<file path="config.mk">
export PLATFORM = sky130hd
export DESIGN_NAME = mpi_credit_arbiter_flat
export DESIGN_NICKNAME = d
export VERILOG_FILES = /design/src/rtl/mpi_credit_arbiter_if.sv /design/src/rtl/mpi_credit_arbiter.sv /design/src/flat_wrapper.sv
export SDC_FILE = /design/constraint.sdc
export NUM_CORES = 1
export LEC_CHECK = 0
export BUFFER_PORTS_ARGS = -buffer_cell sky130_fd_sc_hd__buf_4
export CORE_AREA = 2 2 135 137
export DETAILED_ROUTE_END_ITERATION = 8
export DIE_AREA = 0 0 137 139
export HOLD_SLACK_MARGIN = 0.03
export PLACE_DENSITY = 0.77
export SLEW_MARGIN = 30
export SYNTH_ARGS = -nofsm -noshare
export SYNTH_HDL_FRONTEND = slang
export SYNTH_SLANG_ARGS = --single-unit
</file>
<file path="constraint.sdc">
create_clock -name clk_i -period 3.8 [get_ports clk_i]
set_input_delay 0.76 -clock clk_i [delete_from_list [all_inputs] [get_ports clk_i]]
set_output_delay 0.76 -clock clk_i [all_outputs]
set_load 0.01 [all_outputs]
</file>
<file path="src/rtl/mpi_credit_arbiter_if.sv">
// Bundle of the requester-side and link-side signals of the MPI credit arbiter.
// The arbiter uses the slave view; whoever drives requests and observes the
// link (a requester fabric or a testbench) uses the master view.
interface mpi_credit_arbiter_if #(
  parameter int NUM_REQ     = 4,
  parameter int DATA_W      = 64,
  parameter int CREDIT_INIT = 4
);
  localparam int CW = $clog2(CREDIT_INIT + 1);
  localparam int SW = (NUM_REQ > 1) ? $clog2(NUM_REQ) : 1;

  logic [NUM_REQ-1:0]        req_valid_i;
  logic [NUM_REQ*DATA_W-1:0] req_data_i;
  logic [NUM_REQ-1:0]        req_ready_o;
  logic [NUM_REQ-1:0]        yummy_i;
  logic                      link_valid_o;
  logic [DATA_W-1:0]         link_data_o;
  logic [SW-1:0]             link_src_o;
  logic                      drain_i;
  logic                      drain_done_o;
  logic [NUM_REQ*CW-1:0]     credit_o;
  logic                      err_o;

  modport slave (
    input  req_valid_i, req_data_i, yummy_i, drain_i,
    output req_ready_o, link_valid_o, link_data_o, link_src_o,
           drain_done_o, credit_o, err_o
  );

  modport master (
    output req_valid_i, req_data_i, yummy_i, drain_i,
    input  req_ready_o, link_valid_o, link_data_o, link_src_o,
           drain_done_o, credit_o, err_o
  );
endinterface

</file>
<file path="src/rtl/mpi_credit_arbiter.sv">
// Round-robin, credit-based arbiter merging NUM_REQ requester channels onto a
// single outgoing MPI link. Each channel owns CREDIT_INIT credits; a grant
// spends one, a yummy from the remote receiver returns one.
//
// state    | meaning
// ---------+------------------------------------------------------------
// ST_INIT  | one cycle after reset, no grants, yummies still counted
// ST_RUN   | normal arbitration among channels with flits and credits
// ST_DRAIN | grants stopped, waiting for every credit to come home
module mpi_credit_arbiter #(
  parameter int NUM_REQ     = 4,
  parameter int DATA_W      = 64,
  parameter int CREDIT_INIT = 4
) (
  input  logic                  clk_i,
  input  logic                  rst_i,
  mpi_credit_arbiter_if.slave   bus
);

  localparam int CW = $clog2(CREDIT_INIT + 1);
  localparam int SW = (NUM_REQ > 1) ? $clog2(NUM_REQ) : 1;
  localparam logic [CW-1:0]   CRED_FULL = CW'(CREDIT_INIT);
  localparam logic [SW:0]     NUM_REQ_W = (SW+1)'(NUM_REQ);
  localparam logic [SW-1:0]   LAST_INIT = SW'(NUM_REQ - 1);

  typedef enum logic [1:0] {
    ST_INIT  = 2'd0,
    ST_RUN   = 2'd1,
    ST_DRAIN = 2'd2
  } state_t;

  state_t                  r_state;
  state_t                  w_state_nxt;
  logic [CW-1:0]           r_credit [NUM_REQ];
  logic [SW-1:0]           r_last_grant;
  logic                    r_link_valid;
  logic [DATA_W-1:0]       r_link_data;
  logic [SW-1:0]           r_link_src;
  logic                    r_err;

  logic [NUM_REQ-1:0]      w_eligible;
  logic [NUM_REQ-1:0]      w_full;
  logic [NUM_REQ-1:0]      w_grant;
  logic                    w_grant_any;
  logic [SW-1:0]           w_grant_idx;
  logic [SW:0]             w_sum;
  logic [SW-1:0]           w_cand;
  logic [NUM_REQ*CW-1:0]   w_credit_flat;

  // Per-channel eligibility and "all credits home" flags.
  always_comb begin
    w_eligible = '0;
    w_full     = '0;
    for (int k = 0; k < NUM_REQ; k++) begin
      w_eligible[k] = (r_state == ST_RUN) && bus.req_valid_i[k] && (r_credit[k] != '0);
      w_full[k]     = (r_credit[k] == CRED_FULL);
    end
  end

  // Round-robin pick: scan from the channel after the last grant, wrapping once.
  always_comb begin
    w_grant     = '0;
    w_grant_any = 1'b0;
    w_grant_idx = '0;
    w_sum       = '0;
    w_cand      = '0;
    for (int i = 0; i < NUM_REQ; i++) begin
      w_sum = {1'b0, r_last_grant} + (SW+1)'(1) + (SW+1)'(i);
      if (w_sum >= NUM_REQ_W) w_sum = w_sum - NUM_REQ_W;
      w_cand = w_sum[SW-1:0];
      if (!w_grant_any && w_eligible[w_cand]) begin
        w_grant_any = 1'b1;
        w_grant_idx = w_cand;
      end
    end
    if (w_grant_any) w_grant[w_grant_idx] = 1'b1;
  end

  // State register.
  always_ff @(posedge clk_i or posedge rst_i) begin
    if (rst_i) r_state <= ST_INIT;
    else       r_state <= w_state_nxt;
  end

  // Next-state logic; a grant in the cycle drain_i rises still completes
  // because w_grant is based on the current state, not the next one.
  always_comb begin
    w_state_nxt = r_state;
    case (r_state)
      ST_INIT:  w_state_nxt = ST_RUN;
      ST_RUN:   if (bus.drain_i)  w_state_nxt = ST_DRAIN;
      ST_DRAIN: if (!bus.drain_i) w_state_nxt = ST_RUN;
      default:  w_state_nxt = ST_INIT;
    endcase
  end

  // Round-robin pointer moves only when something is granted.
  always_ff @(posedge clk_i or posedge rst_i) begin
    if (rst_i)            r_last_grant <= LAST_INIT;
    else if (w_grant_any) r_last_grant <= w_grant_idx;
  end

  // Credit counters: grant spends, yummy returns, both together cancel.
  // A yummy on a full counter without a grant is dropped.
  always_ff @(posedge clk_i or posedge rst_i) begin
    if (rst_i) begin
      for (int k = 0; k < NUM_REQ; k++) r_credit[k] <= CRED_FULL;
    end else begin
      for (int k = 0; k < NUM_REQ; k++) begin
        case ({w_grant[k], bus.yummy_i[k]})
          2'b10:   r_credit[k] <= r_credit[k] - CW'(1);
          2'b01:   if (!w_full[k]) r_credit[k] <= r_credit[k] + CW'(1);
          default: r_credit[k] <= r_credit[k];
        endcase
      end
    end
  end

  // Sticky overflow flag for yummies that arrive with no credit outstanding.
  always_ff @(posedge clk_i or posedge rst_i) begin
    if (rst_i)                                        r_err <= 1'b0;
    else if (|(bus.yummy_i & w_full & ~w_grant))      r_err <= 1'b1;
  end

  // Link output stage: one-cycle registered copy of the granted flit;
  // payload and source hold when nothing is granted.
  always_ff @(posedge clk_i or posedge rst_i) begin
    if (rst_i) begin
      r_link_valid <= 1'b0;
      r_link_data  <= '0;
      r_link_src   <= '0;
    end else begin
      r_link_valid <= w_grant_any;
      if (w_grant_any) begin
        r_link_data <= bus.req_data_i[w_grant_idx*DATA_W +: DATA_W];
        r_link_src  <= w_grant_idx;
      end
    end
  end

  // Flatten the credit counters for observation.
  always_comb begin
    w_credit_flat = '0;
    for (int k = 0; k < NUM_REQ; k++) w_credit_flat[k*CW +: CW] = r_credit[k];
  end

  assign bus.req_ready_o  = w_grant;
  assign bus.link_valid_o = r_link_valid;
  assign bus.link_data_o  = r_link_data;
  assign bus.link_src_o   = r_link_src;
  assign bus.drain_done_o = (r_state == ST_DRAIN) && (&w_full);
  assign bus.credit_o     = w_credit_flat;
  assign bus.err_o        = r_err;

endmodule

</file>
<file path="src/flat_wrapper.sv">
// flat-port wrapper written by rule: the top's interface ports become plain ports
module mpi_credit_arbiter_flat 
#(
  parameter int NUM_REQ     = 4,
  parameter int DATA_W      = 64,
  parameter int CREDIT_INIT = 4
)
  (clk_i, rst_i, bus_req_valid_i, bus_req_data_i, bus_yummy_i, bus_drain_i, bus_req_ready_o, bus_link_valid_o, bus_link_data_o, bus_link_src_o, bus_drain_done_o, bus_credit_o, bus_err_o);
  mpi_credit_arbiter_if #(.NUM_REQ(NUM_REQ), .DATA_W(DATA_W), .CREDIT_INIT(CREDIT_INIT)) bus_i ();
  input  logic clk_i;
  input  logic rst_i;
  input wire logic [$bits(bus_i.req_valid_i)-1:0] bus_req_valid_i;
  input wire logic [$bits(bus_i.req_data_i)-1:0] bus_req_data_i;
  input wire logic [$bits(bus_i.yummy_i)-1:0] bus_yummy_i;
  input wire logic [$bits(bus_i.drain_i)-1:0] bus_drain_i;
  output wire logic [$bits(bus_i.req_ready_o)-1:0] bus_req_ready_o;
  output wire logic [$bits(bus_i.link_valid_o)-1:0] bus_link_valid_o;
  output wire logic [$bits(bus_i.link_data_o)-1:0] bus_link_data_o;
  output wire logic [$bits(bus_i.link_src_o)-1:0] bus_link_src_o;
  output wire logic [$bits(bus_i.drain_done_o)-1:0] bus_drain_done_o;
  output wire logic [$bits(bus_i.credit_o)-1:0] bus_credit_o;
  output wire logic [$bits(bus_i.err_o)-1:0] bus_err_o;
  assign bus_i.req_valid_i = bus_req_valid_i;
  assign bus_i.req_data_i = bus_req_data_i;
  assign bus_i.yummy_i = bus_yummy_i;
  assign bus_i.drain_i = bus_drain_i;
  assign bus_req_ready_o = bus_i.req_ready_o;
  assign bus_link_valid_o = bus_i.link_valid_o;
  assign bus_link_data_o = bus_i.link_data_o;
  assign bus_link_src_o = bus_i.link_src_o;
  assign bus_drain_done_o = bus_i.drain_done_o;
  assign bus_credit_o = bus_i.credit_o;
  assign bus_err_o = bus_i.err_o;
  mpi_credit_arbiter #(.NUM_REQ(NUM_REQ), .DATA_W(DATA_W), .CREDIT_INIT(CREDIT_INIT)) u_core (.clk_i(clk_i), .rst_i(rst_i), .bus(bus_i));
endmodule
</file>
; ---- Word level (Yosys, flattened, before mapping)
; Index checks and enable logic that the tools add are counted.
[word_totals]
reg_bits = 84
elab_cells = 126
[op_classes]
n_addsub = 16
order_cmp = 10
n_eq_ne = 20
shifts = 1
muxes = 34
bitwise_logic = 3
reduce_logical = 32
[op_table]
columns = operator, count
row1 = 256-bit by 9-bit indexed part select with 64-bit output, 1
row2 = 3-bit case mux with 2 select lines, 4
row3 = 2-bit two-way mux, 10
row4 = "3-bit by 1-bit adder with 3-bit output, second input constant", 5
row5 = "2-bit by 3-bit less-than comparator with 1-bit output, second input constant", 5
row6 = 1-bit logical AND, 13
row7 = "3-bit equality test, second input constant", 4
row8 = "3-bit >= comparator, second input constant", 4
row9 = 3-bit two-way mux, 4
row10 = "2-bit inequality test, second input constant", 6
row11 = 3-bit nonzero test, 4
row12 = "3-bit by 1-bit subtractor with 3-bit output, second input constant", 4
row13 = "2-bit by 1-bit equality test with 1-bit output, second input constant", 5
row14 = "2-bit equality test, second input constant", 5
row15 = 2-bit AND reduction, 5
row16 = 1-bit two-way mux, 9
row17 = 4-bit AND, 2
row18 = 1-bit binary-select mux with 2-bit select, 4
row19 = 2-bit nonzero test, 4
row20 = "2-bit by 1-bit subtractor with 2-bit output, second input constant", 4
row21 = "3-bit by 2-bit adder with 3-bit output, second input constant", 2
row22 = 2-bit case mux with 3 select lines, 1
row23 = 4-bit two-way mux, 1
row24 = 4-bit NOT, 1
row25 = other kinds (7), 9

; ---- Longest topological paths before layout
[logic_depth]
ltp_word = 23
depth_mapped = 12
depth_no_buf = 9

; ---- Worst setup path after synthesis
; Ideal clock, no wire load.
[synth_timing]
path_type = input -> register
startpoint = in bus_req_valid_i[1]
endpoint = reg u_core.r_credit (netlist bit u_core.bus.credit_o[11])
setup_time_ps = 81
arrival_time_ps = 2836
required_ps = 3719
setup_slack_ps = 883
path_stages = 10
path_buffers = 1
cell_sequence = nand3b_1 -> o22ai_1 -> o21ai_0 -> o2bb2ai_1 -> buf_2 -> nand2b_1 -> fa_1 -> and2_1 -> mux2i_1 -> o2bb2ai_1
[synth_between]
elab_chain_cells = 22
word_cells_on_any_way = 36
[synth_rtl]
columns = element, line_no
row1 = "start, declared", flat_wrapper.sv:12  ; input wire logic [$bits(bus_i.req_valid_i)-1:0] bus_req_valid_i;
row2 = 1-bit logical AND * (2 in series), mpi_credit_arbiter.sv:55  ; w_eligible[k] = (r_state == ST_RUN) && bus.req_valid_i[k] && (r_credit[k] != '0);
row3 = 1-bit binary-select mux with 2-bit select, mpi_credit_arbiter.sv:71  ; if (!w_grant_any && w_eligible[w_cand]) begin
row4 = 1-bit two-way mux (not written as such), mpi_credit_arbiter.sv:71
row5 = 1-bit two-way mux, mpi_credit_arbiter.sv:71
row6 = 1-bit logical NOT, mpi_credit_arbiter.sv:71
row7 = 1-bit logical AND, mpi_credit_arbiter.sv:71
row8 = 1-bit two-way mux, mpi_credit_arbiter.sv:71
row9 = 1-bit logical NOT, mpi_credit_arbiter.sv:71
row10 = [6 not listed], --
row11 = 1-bit logical AND (not written as such), mpi_credit_arbiter.sv:76  ; if (w_grant_any) w_grant[w_grant_idx] = 1'b1;
row12 = 1-bit two-way mux (not written as such), mpi_credit_arbiter.sv:76
row13 = 1-bit demux with 2-bit select, --
row14 = 4-bit two-way mux *, mpi_credit_arbiter.sv:76
row15 = net bus_req_ready_o[3], flat_wrapper.sv:16  ; output wire logic [$bits(bus_i.req_ready_o)-1:0] bus_req_ready_o;
row16 = 2-bit by 1-bit equality test with 1-bit output or 2-bit equality test (tied branches), mpi_credit_arbiter.sv:110  ; case ({w_grant[k], bus.yummy_i[k]})
row17 = 2-bit inequality test (no line) or 2-bit nonzero test (tied branches), --
row18 = 2-bit AND reduction (no line), --
row19 = "end signal, assigned by index", mpi_credit_arbiter.sv:111  ; 2'b10: r_credit[k] <= r_credit[k] - CW'(1);
row20 = "end signal, assigned by index", mpi_credit_arbiter.sv:112  ; 2'b01: if (!w_full[k]) r_credit[k] <= r_credit[k] + CW'(1);
row21 = "end signal, assigned by index", mpi_credit_arbiter.sv:113  ; default: r_credit[k] <= r_credit[k];
row22 = "end, declared", mpi_credit_arbiter.sv:34  ; logic [CW-1:0] r_credit [NUM_REQ];
; Mark *: on every way through the listed nets, which the timed path passes. The rest lies on a longest branch. The select of a mux whose other input is x is not followed.
; A chain may end at the register's enable or synchronous reset.

; ---- Worst setup path in the final report
[layout_timing]
startpoint = reg u_core.r_credit (netlist bit u_core.bus.credit_o[10])
endpoint = out bus_req_ready_o[1]
[layout_between]
elab_chain_cells = 19
word_cells_on_any_way = 30
[layout_rtl]
columns = element, line_no
row1 = 3-bit nonzero test *, mpi_credit_arbiter.sv:55
row2 = 1-bit logical AND *, mpi_credit_arbiter.sv:55
row3 = 1-bit binary-select mux with 2-bit select, mpi_credit_arbiter.sv:71
row4 = 1-bit two-way mux (not written as such), mpi_credit_arbiter.sv:71
row5 = 1-bit two-way mux, mpi_credit_arbiter.sv:71
row6 = 1-bit logical NOT, mpi_credit_arbiter.sv:71
row7 = 1-bit logical AND, mpi_credit_arbiter.sv:71
row8 = 1-bit two-way mux, mpi_credit_arbiter.sv:71
row9 = [3 not listed], --
row10 = 1-bit logical NOT, mpi_credit_arbiter.sv:71
row11 = 1-bit logical AND, mpi_credit_arbiter.sv:71
row12 = 2-bit two-way mux, mpi_credit_arbiter.sv:71
row13 = 2-bit by 3-bit less-than comparator with 1-bit output (not written as such) or 2-bit by 1-bit >= comparator with 1-bit output (tied branches), mpi_credit_arbiter.sv:76
row14 = 1-bit logical AND (not written as such), mpi_credit_arbiter.sv:76
row15 = 1-bit two-way mux (not written as such), mpi_credit_arbiter.sv:76
row16 = 1-bit demux with 2-bit select, --
row17 = 4-bit two-way mux *, mpi_credit_arbiter.sv:76
row18 = "end, declared", flat_wrapper.sv:16
; Every way passes the cells marked *; elsewhere a longest branch is shown, timed or not. The select of a mux whose other input is x is not followed.

==> metrics.md <==
| Metric | Value |
|---|---|
| Clock Tree Buf Depth | 2 |
| Worst-case reg-to-reg path depth | 7 |
| Setup TNS | 0 ns |
| Final Util | 0.523 |
| Post-CTS setup buffer count | 0 |
| Row count | 49 |
| # placed instances | 1199 |
| Worst r2r src | u_core.bus.credit_o[6] |
| Post-DP Area | 0.00892 mm² |
| Fill cells | 1681 |
| Post-CTS Resized | 0 |
| Worst path max stage delay | 0.53 ns |
| Worst path slowest cell | a32oi_2 |
| Cells after Synth | 670 |
| Die Span Y | 139 µm |
| RSZ-0062 raised after global routing | no |
| Area of the multi-input gates | 0.00368 mm² |
| Final Cycle Share | 0.849 |
| Top_reg_cell synth | dfrtp_1 |
| Initial antenna violation count | 0 |
| Distinct cells, synth | 59 |
| Largest net degree at the start of global routing | 112 |
| Netlist Area Pre-Place | ~0.006 mm² |
| Core area | ~0.018 mm² |
| Pre-CTS setup slack | about 0.76 ns |
| Leakage Power | 4.23 nW |
| Shortest period the worst path allows | 3.23 ns |
| Via/cell ratio | approximately 5.4 |
| GPL Wtd Cong | 0.864 |
| CTS hold repair buffers | 0 |
| Post-DRT Antenna Nets | 0 |
| Post-route cell area | 0.00924 mm² |
| GRT overflow | 0 |
| Synth warnings | 0 |
| Capture point of the worst reg-to-reg path | u_core.bus.link_data_o[34] |
| DR DRC count | 0 |
| WL per Instance | roughly 18 µm |
| Critical Path AT | ~2.5 ns |
| Outcome | complete, no violations |
| Initial Util | 0.347 |
| Nets | 1252 |
| Setup Skew | ~0.011 ns |
| Slew @ Worst Pin | a little under 0.7 ns |
| Max-Cap Viols | 0 |
| Yosys reg bits | 84 |
| Power Total | 7.17 mW |
| ANT cells | 0 |
| Syn Nets | about 940 |
| Max-slew violations | 0 |
| Final worst slack | about 0.57 ns |
| Commonest non-fill, non-tap cells in the layout | buf_4, nand3_1, dfrtp_1, nor2_1, a22oi_1 |
| Crit. End Element | output pin |
| Clock Root Buffer | clkbuf_16 |
| Commonest non-fill, non-tap cell in the layout | buf_4 |
| Final Hold Viols | 0 |
| Die area | 0.0190 mm² |
| Area grow syn2layout | 50.9% |
| Critical-path cell list | or3_1 > a32oi_2 > a21o_1 > a22o_2 > buf_4 |
| CTS tree | yes |
| HPWL after detailed placement | 16.9 mm |
| CTS buffer count | 9 |
| Req. time, crit path | 3.04 ns |
| I/O Buffers | 351 |
| DRT iter0 DRCs | 372 |
| Slew HR | 0.547 |
| Vias in the first global route | 6488 |
| Fmax | 0.310 GHz |
| Register area | 0.00211 mm² |
| Drt first pass iters | 5 |
| H-tree levels | 3 |
| CTS sink count | 84 |
| Post-synth ARST share | 1.00 |
| Pwr Density | 776 mW/mm² |
| Clock latency on the worst-skew pair | 0.34 ns |
| First-pass GRT wire length | approximately 34 mm |
| Hold slack | 0.483 ns |
| Register area share after synthesis | 0.345 |
| Critical path class | register to output pin |
| Die Wd | 137 µm |
| Final setup vio count | 0 |
| I/O Pins | 352 |
| GRT Util Overall | 0.229 |
| Max FO, Critical Path | 11 |
| Clock-pin transition on the worst setup and hold timing paths | 0.07 ns |
| FF-to-FF setup slack | 0.81 ns |
| Startpoint types | register |
| Share of post-route cells with drive strength above 1 | 0.469 |
| VDD IR max | ~0.42 mV |
| Min-Delay Path Class | input pin to asynchronous set/reset pin |
| Post-Layout Cell Count | approximately 1200 |
| Routed vias | approximately 6600 |
| Mean Syn Cell Area | 9.14 µm² |
| Post-synth EDFFs | 0 |
| Routed WL | 22.4 mm |
registers in the layout, indices dropped and copies added, names as in the netlist:
register                 flops
u_core.bus.link_data_o      64
u_core.bus.credit_o         12
u_core.bus.link_src_o        2
u_core.r_last_grant          2
u_core.r_state               2
u_core.bus.err_o             1
u_core.bus.link_valid_o      1
how the worst max path moves through the flow:
| stage | start | end | slack (ns) |
|---|---|---|---|
| after floorplan | rst_i | u_core.bus.credit_o[0] | 0.88 |
| after global placement | bus_req_valid_i[1] | u_core.bus.credit_o[11] | 0.87 |
| after detailed placement | bus_req_valid_i[3] | u_core.bus.credit_o[5] | 0.76 |
| after CTS | u_core.bus.credit_o[10] | bus_req_ready_o[1] | 0.58 |
| after global routing | u_core.bus.credit_o[10] | bus_req_ready_o[1] | 0.45 |
| final | u_core.bus.credit_o[10] | bus_req_ready_o[1] | 0.57 |
critical path, delay by kind of cell, from the launching register on:
family          cells  cell delay (ns)
compound gates      3             0.98
buf+inv             1             0.18
flops               1             0.46
simple gates        1             0.50
Yosys cell counts (all sizes together) (5+ instances only):
| master | instances | area, µm² |
|---|---|---|
| nand3 | 112 | 561 |
| dfrtp | 78 | 1950 |
| nor2 | 72 | 270 |
| a22oi | 65 | 488 |
| a31oi | 65 | 422 |
| mux2 | 58 | 833 |
| clkbuf | 42 | 158 |
| buf | 24 | 161 |
| o21ai | 21 | 105 |
| nand2 | 17 | 63.8 |
| and4 | 11 | 96.3 |
| o31a | 11 | 96.3 |
| inv | 10 | 37.5 |
| dfstp | 6 | 158 |
| mux2i | 6 | 60.1 |
| nor3 | 6 | 51.3 |
| a21oi | 5 | 28.8 |
| nand2b | 5 | 31.3 |
| nor3b | 5 | 37.5 |
power breakdown:
| group | internal [mW] | switching, mW | total, mW |
|---|---|---|---|
| Clock | 0.575 | 0.367 | 0.941 |
| Combinational | 2.09 | 2.36 | 4.44 |
| Sequential | 1.39 | 0.389 | 1.78 |
area by class of cell:
cell class | count | area share
Multi-Input combinational cell | 510 | 0.398
Timing Repair Buffer | 366 | 0.304
Sequential cell | 84 | 0.228
Tap cell | 229 | 0.0310
Clock buffer | 11 | 0.0252
Clock inverter | 5 | 0.00840
Inverter | 10 | 0.00434
logic make-up (layout without fill, tap and decap cells):
group           Yosys count  count (layout)  share of synthesized area
fa+ha+maj                 4               4                     0.0131
flops                    84              84                      0.345
simple gates            248             248                      0.206
compound gates          189             189                      0.225
buf+inv                  76             392                     0.0583
xor+xnor                  5               5                    0.00715
mux                      64              64                      0.146
layer usage:
layer,GRT usage,up-vias,share of wire
li1,-,3165,-
met1,0.283,3087,0.39
met2,0.375,311,0.49
met3,0.0501,54,0.082
met4,0.112,0,0.038
met5,0,-,0
(Power assumes the default switching activity.)
